==> src/rtl/button_event_decoder_pkg.sv <==
// Shared state encoding and default debounce/hold/repeat timings for the
// pushbutton event decoder and its users.
package button_event_decoder_pkg;

  typedef enum logic [2:0] {
    S_IDLE       = 3'd0,
    S_DB_PRESS   = 3'd1,
    S_PRESSED    = 3'd2,
    S_REPEAT     = 3'd3,
    S_DB_RELEASE = 3'd4
  } state_t;

  localparam int unsigned DEF_DB_MS     = 20;
  localparam int unsigned DEF_HOLD_MS   = 600;
  localparam int unsigned DEF_REPEAT_MS = 150;
  localparam int unsigned DEF_CNT_W     = 10;

endpackage

==> src/rtl/button_event_decoder.sv <==
// Turns a synchronized button level into press/release/auto-repeat pulses,
// timed in 1 ms tick strobes. The release pulse is named 'released' since
// 'release' is a reserved word.
module button_event_decoder
  import button_event_decoder_pkg::*;
#(
  parameter int unsigned DB_MS     = DEF_DB_MS,
  parameter int unsigned HOLD_MS   = DEF_HOLD_MS,
  parameter int unsigned REPEAT_MS = DEF_REPEAT_MS,
  parameter int unsigned CNT_W     = DEF_CNT_W
) (
  input  logic clk,
  input  logic rst_n,
  input  logic tick_ms,
  input  logic btn_sync,
  output logic press,
  output logic released,
  output logic rpt,
  output logic held
);

  localparam logic [CNT_W-1:0] DB_TC     = CNT_W'(DB_MS - 1);
  localparam logic [CNT_W-1:0] HOLD_TC   = CNT_W'(HOLD_MS - 1);
  localparam logic [CNT_W-1:0] REPEAT_TC = CNT_W'(REPEAT_MS - 1);

  state_t           state, state_n;
  logic [CNT_W-1:0] cnt, cnt_n;
  logic             press_n, rel_n, rpt_n, held_n;

  // A level change outranks a coincident tick: the tick is simply dropped.
  always_comb begin
    state_n = state;
    cnt_n   = cnt;
    press_n = 1'b0;
    rel_n   = 1'b0;
    rpt_n   = 1'b0;
    case (state)
      S_IDLE: begin
        if (btn_sync) begin
          state_n = S_DB_PRESS;
          cnt_n   = '0;
        end
      end
      S_DB_PRESS: begin
        if (!btn_sync) begin
          state_n = S_IDLE;
          cnt_n   = '0;
        end else if (tick_ms) begin
          if (cnt == DB_TC) begin
            state_n = S_PRESSED;
            cnt_n   = '0;
            press_n = 1'b1;
          end else begin
            cnt_n = cnt + CNT_W'(1);
          end
        end
      end
      S_PRESSED, S_REPEAT: begin
        if (!btn_sync) begin
          state_n = S_DB_RELEASE;
          cnt_n   = '0;
        end else if (tick_ms) begin
          if (cnt == ((state == S_PRESSED) ? HOLD_TC : REPEAT_TC)) begin
            state_n = S_REPEAT;
            cnt_n   = '0;
            rpt_n   = 1'b1;
          end else begin
            cnt_n = cnt + CNT_W'(1);
          end
        end
      end
      S_DB_RELEASE: begin
        if (btn_sync) begin
          state_n = S_PRESSED;
          cnt_n   = '0;
        end else if (tick_ms) begin
          if (cnt == DB_TC) begin
            state_n = S_IDLE;
            cnt_n   = '0;
            rel_n   = 1'b1;
          end else begin
            cnt_n = cnt + CNT_W'(1);
          end
        end
      end
      default: begin
        state_n = S_IDLE;
        cnt_n   = '0;
      end
    endcase
    held_n = (state_n == S_PRESSED) || (state_n == S_REPEAT) ||
             (state_n == S_DB_RELEASE);
  end

  always_ff @(posedge clk or negedge rst_n) begin
    if (!rst_n) begin
      state    <= S_IDLE;
      cnt      <= '0;
      press    <= 1'b0;
      released <= 1'b0;
      rpt      <= 1'b0;
      held     <= 1'b0;
    end else begin
      state    <= state_n;
      cnt      <= cnt_n;
      press    <= press_n;
      released <= rel_n;
      rpt      <= rpt_n;
      held     <= held_n;
    end
  end

endmodule

==> config.mk <==
export PLATFORM = sky130hd
export DESIGN_NAME = button_event_decoder
export DESIGN_NICKNAME = d
export VERILOG_FILES = /design/src/rtl/button_event_decoder_pkg.sv /design/src/rtl/button_event_decoder.sv
export SDC_FILE = /design/constraint.sdc
export NUM_CORES = 1
export LEC_CHECK = 0
export ABC_CLOCK_PERIOD_IN_PS = 3350
export CAP_MARGIN = 20
export CELL_PAD_IN_SITES_DETAIL_PLACEMENT = 0
export CELL_PAD_IN_SITES_GLOBAL_PLACEMENT = 1
export CORE_MARGIN = 1
export CORE_UTILIZATION = 48
export CTS_CLUSTER_SIZE = 8
export DETAILED_ROUTE_END_ITERATION = 16
export GPL_TIMING_DRIVEN = 0
export PLACE_DENSITY_LB_ADDON = 0.1
export SYNTH_ARGS = -nofsm -noshare
export SYNTH_HDL_FRONTEND = slang
export SYNTH_SLANG_ARGS = --single-unit
==> constraint.sdc <==
create_clock -name clk -period 3.35 [get_ports clk]
set_input_delay 0.335 -clock clk [delete_from_list [all_inputs] [get_ports clk]]
set_output_delay 0.335 -clock clk [all_outputs]
set_load 0.005 [all_outputs]
=== After elaboration in Yosys (flattened, before gate mapping) ===
Index checks and enable logic that the tools add are counted.

* Bits of input ports: 4
* Register bits after elaboration: 17
* Output and inout port bits: 4

* Multiplexer cells: 31
* $add $sub $neg: 1
* Reduce and logical (&&, ||, !) cells: 5
* Eq/ne operators: 11

{| class="wikitable"
|+ Operators by type and width
! kind !! count
|-
| 2-to-1 mux 10 bit || 9
|-
| one-hot mux 10 bit (4 select lines) || 1
|-
| 2-to-1 mux 3 bit || 10
|-
| == test 3 x 2 -> 1 bit, second input constant || 4
|-
| one-hot mux 3 bit (4 select lines) || 1
|-
| adder 10 x 1 -> 10 bit, second input constant || 1
|-
| == test 10 bit || 1
|-
| == test 10 x 5 -> 1 bit, second input constant || 1
|-
| 2-to-1 mux 1 bit || 10
|-
| == test 3 bit, second input constant || 2
|-
| == test 3 x 1 -> 1 bit, second input constant || 1
|-
| logical NOT 3 bit || 1
|-
| inequality test 3 bit, second input constant || 1
|-
| logical OR 1 bit || 2
|-
| inequality test 2 bit, second input constant || 1
|-
| AND reduction 2 bit || 1
|-
| OR reduction 2 bit || 1
|}

=== Logic depth before layout (Yosys ltp) ===
Gate-level depths: netlist of the first run.

* Depth after elaboration: 10
* Depth in mapped cells: 7

=== Worst setup path after synthesis of the first run ===
OpenSTA, ideal clock, no wires.

* Kind: register to register
* Start point: register cnt[0]
* End point: register cnt[8]
* Stages on the path, launching flop included: 8
* Setup slack: 1,684 ps
* Data arrival time: 1,536 ps
* Cell sequence: dfrtp_1 -> ha_1 -> nor2b_1 -> nand3_2 -> and3_1 -> buf_6 -> o311ai_1 -> nand2_1

* Longest elaborated chain between the ends: 5

{| class="wikitable"
|+ RTL lines
! item !! line !! text
|-
| start: declaration || button_event_decoder.sv:27 || <nowiki>logic [CNT_W-1:0] cnt, cnt_n;</nowiki>
|-
| start signal: assignment || button_event_decoder.sv:105 || <nowiki>cnt <= cnt_n;</nowiki>
|-
| adder 10 x 1 -> 10 bit, or another cell as far along || button_event_decoder.sv:54, button_event_decoder.sv:68, button_event_decoder.sv:82 ||
|-
| 2-to-1 mux 10 bit (on tied branches) || button_event_decoder.sv:49, button_event_decoder.sv:77, button_event_decoder.sv:63 ||
|-
| 2-to-1 mux 10 bit (on tied branches) || button_event_decoder.sv:76, button_event_decoder.sv:62 ||
|-
| 2-to-1 mux 10 bit (on tied branches) || button_event_decoder.sv:73, button_event_decoder.sv:45, button_event_decoder.sv:59 ||
|-
| one-hot mux 10 bit (4 select lines) * || button_event_decoder.sv:37 || <nowiki>case (state)</nowiki>
|}

Every way passes the cells marked *; elsewhere a longest branch is shown, timed or not. The select of a mux whose other input is x is not followed.
A chain may end at the register's enable or synchronous reset.

=== Worst setup path after layout of the first run ===
* Start point: input tick_ms
* End point: register cnt[0]

* Longest elaborated chain between the ends: 3

{| class="wikitable"
|+ RTL lines
! item !! line !! text
|-
| start: declaration || button_event_decoder.sv:14 || <nowiki>input logic tick_ms,</nowiki>
|-
| 2-to-1 mux 10 bit || -- ||
|-
| 2-to-1 mux 10 bit (on tied branches) || -- ||
|-
| one-hot mux 10 bit (4 select lines) || -- ||
|}

Parallel ways exist; a longest one is shown, timed or not.

==> results of run 1 <==
[report_power, final]
| group | internal [mW] | switching [mW] |
|---|---|---|
| clock network | 0.0463 | 0.0668 |
| registers | 0.216 | 0.0237 |
| logic | 0.0330 | 0.0380 |
| total | 0.295 | 0.128 |
[state kept, by name, indices dropped and copies added (netlist names)]
name,flops
press,1
state,3
cnt,10
released,1
rpt,1
held,1
[Yosys cell counts (all sizes together), types with 4 or more instances]
cell type and count:
dfrtp 17, o21ai 13, nor2 11, inv 9
nand2 8, and2 7, nand3 7, a22oi 5
o22ai 5, and3 4, buf 4
[cell type report]
cell class,count,area share
Buffer,5,0.0371
Clock buffer,4,0.0200
Multi-Input combinational cell,99,0.513
Inverter,9,0.0257
Timing Repair Buffer,7,0.0533
Sequential cell,17,0.324
Tap cell,28,0.0267
[final timing paths]
path	from	end	slack (ns)	cells past startpoint
worst max register to register	cnt[1]	cnt[8]	1.36	7
min in group clk	cnt[0]	cnt[0]	0.60	1
worst max-delay path	tick_ms	cnt[0]	1.21	7
worst min-delay path	rst_n	cnt[4]	0.47	1
worst min register to register	cnt[0]	cnt[0]	0.60	1
max in group asynchronous	rst_n	state[2]	2.39	1
[placed cells by master, fill, tap and decap left out, types with 4 or more instances in the layout]
master           instances
nand2_1                  8
and2_1                   5
dfrtp_1                 17
o22ai_1                  5
inv_1                    9
nand3_1                  6
clkdlybuf4s50_1          7
and3_1                   4
a22oi_1                  5
buf_6                    4
nor2_1                  11
o21ai_0                 13
[layer usage]
metal / up-vias / track usage
li1: 503 / -
met2: 15 / 0.379
met1: 490 / 0.341
met4: 0 / 0.0541
met5: - / 0
met3: 2 / 0.0263
[per-stage QoR]
step	hold WS (ns)	setup slack, ns	std cells	instance area, sq um	util
floorplan	0.0394	1.68	130	1180	-
global placement	0.566	0.818	165	1290	0.566
detailed placement	0.574	0.835	165	1290	0.566
CTS	0.504	1.15	169	1310	0.577
global route	0.552	0.962	169	1310	0.577
finish	0.473	1.21	169	1310	0.577
[cell families after synthesis]
family | count (synthesis)
muxes | 2
buffers and inverters | 14
xor gates and xnor gates | 1
AOI/OAI and AO/OA | 39
adders and majority gates | 1
DFF | 17
and+or+nand+nor | 56
==> flow_results.org, run 1 <==
** Floorplanning
- The core region is approximately 0.0023 sq mm.
- Floorplan die area :: about 0.0027 sq mm
- In this run the core area contains 17 standard-cell rows.
- For this configuration, the core starts out at a cell density of 0.520.
- Die height :: a little over 50 um
- In this run the count of I/O pins placed on the die edge is 8.
- From left edge to right edge, the die measures a little over 50 um.

** Status
- The flow ran to the end, and the final reports show no timing, DRC or antenna violations.

** Timing
- Pins over their slew limit :: 0
- Final critical-path required period :: 2.14 ns
- Max_slew headroom :: 0.494
- Setup violations remaining at the end of the flow were counted as 0.
- Final cycle utilization of the critical path :: 0.639
- Highest Clock Rate :: approximately 0.47 GHz
- The count of final hold-check violations is 0.
- Clock skew on the completed layout was measured at roughly 0.012 ns.
- Total Neg Setup Slack :: 0 ns
- Setup repair after global routing left no endpoint under its margin.
- For the pin with the worst max-slew slack, the measured transition is about 0.76 ns.

** Power
- For this design the ratio of total power to cell area is 323 mW/mm^2.
- Across the VDD grid, the largest voltage drop is roughly 230 uV.
- For this design the static power due to leakage is 0.553 nW.
- Total power draw :: around 420 uW

** Critical path
- In this run the worst path has a maximum fanout of 10.
- The worst setup path is captured at a flip-flop.
- The signal on the critical path passes through clkdlybuf4s50_1 > clkbuf_1 > nor2_1 > a32oi_1 > o21ai_0 > nand2_1 > o21ai_0.
- Sum of buffers and inverters on the critical path :: 2
- The slowest stage of the critical path is the a32oi_1 cell.
- Top delay family on crit path :: compound AO/OA/AOI/OAI gates
- Crit path top cell by count :: o21ai_0
- Largest stage delay, worst path :: roughly 0.57 ns
- Data on the critical path is required at its endpoint by ~3.5 ns.
- Worst Path Class, Setup :: input pin to flip-flop
- STA puts the critical path data arrival time at between 2 and 2.5 ns.
- The worst setup path is launched from an input pin.

** Routing
- Vias per inst :: 5.98
- The detailed router finished its first iteration with 35 violations.
- After detailed routing, no signal wire sits above met4.
- Number of search-and-repair iterations in the first detailed-routing pass :: 4
- Across all layers, the routed design uses about 1000 vias.
- Summed over all layers, the routed wires come to between 2000 and 3000 um.
- Met3 WL :: approximately 57 um
- The count of nets left with antenna violations once routing finished came out at 0.
- Met1 routed wirelength after detailed routing :: between 1000 and 1500 um
- DRC violation count after routing :: 0
- Amount of wire on met2 after detailed routing :: 1280 um
- Final routed wire length divided by cell count :: about 16 um

** Final layout
- The filler cells instantiated in the layout total 195.
- Layout-stage area growth over the synthesis result :: 11.1%
- For this run, the post-layout net count is around 150.
- Summing all multi-input logic gate instances after layout gives ~670 sq um.
- Antenna diode count :: 0
- The sequential cells in the finished layout cover a total of roughly 430 sq um.
- In the final layout, the share of cells above drive strength 1 is 0.128.

** Synthesis
- Counting every net in the synthesized netlist gives around 140.
- Of the total synthesized cell area, the portion taken by full adders, half adders and majority gates is 0.0106.
- The complex-gate fraction of the synthesized area is 0.223.
- Top cells by area in the synthesized netlist :: dfrtp_1 36%, nor4b_4 6.0%, o21ai_0 5.5%
- Post-synthesis share of cell area spent on xor and xnor gates :: 0.00741
- Of the post-synthesis cell area, the dominant cell type holds 0.360.
- Post-synthesis instance area :: ~0.0012 sq mm
- After synthesis, the share of flip-flops with an asynchronous set or reset is 1.00.
- Number of register bits inferred by synthesis :: 17
- Of the synthesized area, sequential elements account for 0.360.
- Primary FF master, synth :: dfrtp_1
- Of all cell types, the one taking the most synthesized area is dfrtp_1.
- Synthesized netlist cell count :: between 100 and 150
- Combinational family with the most area after synthesis :: simple AND/OR/NAND/NOR gates
- The Yosys step of the flow raised 0 warnings.
- Post-Synth Simple-Gate Area :: 0.308
- Number of enable flip-flop cells after synthesis :: 0
- Mapped Avg Cell Area :: 9.10 sq um
- Count of unique library cells instantiated by Yosys :: 45
- Of the post-synthesis cell area, the part taken by muxes is 0.0212.

** Clocking
- For this design, the CTS-stage hold fixing added 0 buffers.
- TritonCTS built the clock tree.
- In this run the number of H-tree levels came out at 1.
- Clk buf depth :: 2
- CTS clk-pin slew, worst paths :: 0.11 ns
- Source-to-sink clock delay at the later pin of the worst-skew pair :: between 0.2 and 0.3 ns
- Post-CTS repair changed the size of 0 cells.
- After clock tree synthesis, the setup repair step added 0 buffers.
- The tree is rooted in a clkbuf_4.
- Inserted Clock Buffers :: 3
- Clock tree synthesis found a total of 17 sinks.

** Placement
- HPWL after DPL :: 2030 um
- At the end of routability-driven placement, the weighted congestion stood at roughly 0.9.
- The count of buffers added on input and output ports is 7.

** Global routing
- Entering global routing, the biggest net connects 18 pins.
- The first global-routing pass estimated 4670 um of wire.
- Antenna violations before repair :: 0
- Residual overflow from global routing :: 0
- Across every metal layer, demand over resource in global routing totals 0.236.
- Via count of the first global-routing pass :: between 900 and 1000

** Min path
- Worst min path class :: input pin to asynchronous set/reset pin

** Run
- Number of max-cap violations :: 0
Note: power is estimated with default switching activity, not from simulation.
==> run 2: changes to the inputs <==
- ABC_CLOCK_PERIOD_IN_PS: 3350 -> 2000
- CORE_UTILIZATION: 48 -> 44
- clock period: 3.35 -> 2 ns (I/O delays scaled with it)
==> run 2 against run 1 <==
  * Final area is 3.0% higher
  * Sequential power rose by 67%
  * Power grew 69%
  * Global-route usage fell by 1.6 points
  * Sequential share of layout area shrank 0.68 points
  * Worst hold slack got worse by 0.13 ns
  * Flip-flop and latch count unchanged
  * Via count grew 2.8%
  * First-iteration DRC count is 23% lower
==> flow_results.org, run 2 (synthesized netlist as in run 1, its figures left out) <==
** Clocking
- The cell at the root of the clock tree is clkbuf_4 (unchanged).
- Number of clock sinks seen by CTS :: 17 (unchanged)
- CTS clk-pin slew, worst paths :: 0.11 ns (about the same)
- TritonCTS clock tree :: yes (unchanged)
- The number of buffers on the longest clock path was 2 (unchanged).
- Source-to-sink clock delay at the later pin of the worst-skew pair :: 0.30 ns (was 0.29 ns)
- Inserted Clock Buffers :: 3 (unchanged)
- The H-tree depth was 1 (unchanged).
- Number of hold buffers added after cts :: 0 (unchanged)

** Timing
- Setup repair after global routing missed its margin: false (unchanged).
- The setup slack of the critical path after layout is 0.106 ns (was 1.21 ns).
- The transition time of the tightest slew-check pin came to 0.772 ns (was 0.757 ns).
- Timing would allow up to 0.528 GHz.
- Skew final :: 0.00786 ns (was 0.0117 ns)
- Number of hold-slack violations in the final timing report :: 0 (unchanged)
- The final-report setup violation count is 0 (unchanged).
- Worst hold-check slack :: 0.341 ns (was 0.473 ns)
- Final cycle utilization of the critical path :: 0.947
- The worst slew slack as a fraction of its limit was 0.484 (was 0.494).
- For the finished layout, the period the worst path requires is approximately 1.9 ns.
- Pins over their slew limit :: 0 (unchanged)

** Final layout
- The number of flip-flops under the largest register name was 10 (unchanged).
- Biggest registers after layout: cnt x10, state x3 (unchanged).
- Final cell count without fillers :: 174 (was 169)
- The largest register by flop count is cnt (unchanged).
- The synthesis-to-finish area growth came to 14.5% (was 11.1%).
- Filler Cells Inserted :: 235 (was 195)
- Antenna diode count :: 0 (unchanged)
- Top library cells by usage in the layout, fill and taps aside: 14 x dfrtp_1, 13 x o21ai_0, 11 x nor2_1 (was 17 x dfrtp_1, 13 x o21ai_0, 11 x nor2_1).
- Share of cells above drive strength 1 :: 0.188 (was 0.128)
- Layout net count :: 150 (was 147)
- Most common library cell in the layout ignoring fill and taps :: dfrtp_1 (unchanged)
- The post-route standard cell area excluding fillers is 0.00135 sq mm (was 0.00131 sq mm).

** Global routing
- The initial antenna violation count was 0 (unchanged).
- Largest net degree at the start of global routing :: 18 (unchanged)
- The via count of the first global-routing pass was 961 (was 975).
- The total routing resource utilization after global routing came to 0.221 (was 0.236).
- The wire length of the first global-routing pass is 4510 um (was 4670 um).
- The sum of overflow across all layers after global routing was 0 (unchanged).

** Placement
- HPWL after DPL :: 1920 um (was 2030 um)
- The worst slack after detailed placement is -0.391 ns (was 0.835 ns).
- Placer Congestion :: 0.856 (was 0.889)
- Total of buffers placed on input and output ports :: 7 (unchanged)
- The post-placement cell count was 167 (was 165).
- Placed cell area :: 0.00129 sq mm (about the same)

** Routing
- Total vias in the final route :: 1038 (was 1010)
- The number of design rule violations left after detail routing was 0 (unchanged).
- Number of search-and-repair iterations in the first detailed-routing pass :: 4 (unchanged)
- Vias per inst :: 5.97 (was 5.98)
- Final routed wire length divided by cell count :: 15.8 um (about the same)
- Post-route antenna net violation count :: 0 (unchanged)
- The number of design-rule violations left by the first detailed-router iteration is 27 (was 35).
- Met3 WL :: 136 um (was 57 um)
- Amount of wire on met2 after detailed routing :: 1240 um (was 1280 um)
- Met1 routed wirelength after detailed routing :: 1350 um (was 1310 um)
- Total Routed Length :: 2750 um (was 2660 um)
- Uppermost metal layer occupied by signal nets :: met4 (unchanged)

** Critical path
- The launching instance or port of the critical path is tick_ms (unchanged).
- Arrival time reported for the critical path endpoint :: 2.07 ns (was 2.33 ns)
- The largest fanout of any net on the critical path came to 10 (unchanged).
- The cell seen most often among critical-path stages is o21ai_0 (unchanged).
- The maximum cell stage delay along the critical path was 0.48 ns (was 0.57 ns).
- The reg2reg setup slack came to 0.13 ns (was 1.36 ns).
- Critical path capture point type :: flip-flop (unchanged)
- The cell family contributing the most delay on the critical path is compound AO/OA/AOI/OAI gates (unchanged).
- The start-to-end type of the worst setup path is input pin to flip-flop (unchanged).
- Crit Reg-Reg Startpoint :: state[0] (was cnt[1])
- Data required time of the worst path :: 2.18 ns (was 3.53 ns)
- The end of the worst register-to-register path is cnt[5] (was cnt[8]).
- Reg2Reg Depth :: 5 (was 7)
- Critical path cell sequence: clkdlybuf4s50_1 > clkbuf_1 > nor2_1 > a32oi_2 > o21ai_0 > nand2_1 > o21ai_0 (was clkdlybuf4s50_1 > clkbuf_1 > nor2_1 > a32oi_1 > o21ai_0 > nand2_1 > o21ai_0).
- Slowest CP cell :: clkdlybuf4s50_1 (was a32oi_1)
- The sum of buffers and inverters on the critical path was 2 (unchanged).
- Startpoint types :: input pin (unchanged)

** Min path
- The type of the most critical hold path is input pin to asynchronous set/reset pin (unchanged).

** Power
- The final total power was 716 uW (was 424 uW).
- Static leakage :: 0.566 nW (was 0.553 nW)
- The power per standard cell area was 529 mW/mm^2 (was 323 mW/mm^2).
- The worst voltage drop across the vdd grid came to 305 uV (was 230 uV).

** Floorplanning
- The width of the die is 53.8 um (was 51.6 um).
- The area enclosed by the die boundary is 0.00290 sq mm (was 0.00267 sq mm).
- The total number of placement rows was 18 (was 17).
- Core Region :: 0.00250 sq mm (was 0.00228 sq mm)
- The effective utilization at floorplan is 0.473 (was 0.520).
- Die height :: 53.8 um (was 51.6 um)
- The total I/O pin count is 8 (unchanged).

** Status
- Status: finished clean (unchanged).

** Run
- The number of max-cap violations is 0 (unchanged).
[run 2: how the worst max path moves through the flow]
stage | to | slack (ns) | depth (start not counted)
6_report | cnt[0] | 0.11 | 7
2_1_floorplan | cnt[8] | 0.33 | 7
3_3_place_gp | cnt[0] | -0.41 | 7
5_1_grt | cnt[0] | 0.003 | 7
3_5_place_dp | cnt[0] | -0.39 | 7
4_1_cts | cnt[8] | 0.06 | 7
[run 2: per-layer routing]
layer | vias up | GRT usage
li1 | 504 | -
met1 | 502 | 0.315
met2 | 30 | 0.325
met3 | 2 | 0.0311
met4 | 0 | 0.101
met5 | - | 0
[run 2: repair_timing]
| action | 4_1_cts | 5_1_grt |
|---|---|---|
| resized for setup | 1 | 4 |
| buffers inserted | 0 | 3 |
| endpoints found under the setup margin | 3 | 7 |
| pin swaps | 0 | 1 |
| gates cloned | 0 | 0 |
[run 2: area by class of cell]
cell class / count / area, sq um / share of cell area
multi-input combinational: 99 / 684 / 0.506
sequential: 17 / 429 / 0.317
timing repair buffer: 10 / 92.6 / 0.0684
buffer: 5 / 48.8 / 0.0360
tap: 30 / 37.5 / 0.0277
inverter: 9 / 33.8 / 0.0250
clock buffer: 3 / 22.5 / 0.0166
clock inverter: 1 / 5.00 / 0.00370
[run 2: where the power goes]
part	switching [mW]	total (mW)	internal, mW
clock network	0.118	0.193	0.0745
logic	0.0662	0.123	0.0567
registers	0.0369	0.401	0.364
[run 2: metrics by stage]
step / utilization / TNS [ns]
finish: 0.542 / 0
global route: 0.542 / 0
CTS: 0.530 / 0
detailed placement: 0.516 / -2.00
global placement: 0.516 / -2.18
floorplan: - / 0
==> run 3: changes to the inputs <==
- CTS_CLUSTER_DIAMETER: not set -> 150
- SKIP_LAST_GASP: not set -> 1
==> results of run 3 <==
The final DEF is identical to that of run 2; final timing and power are the same.
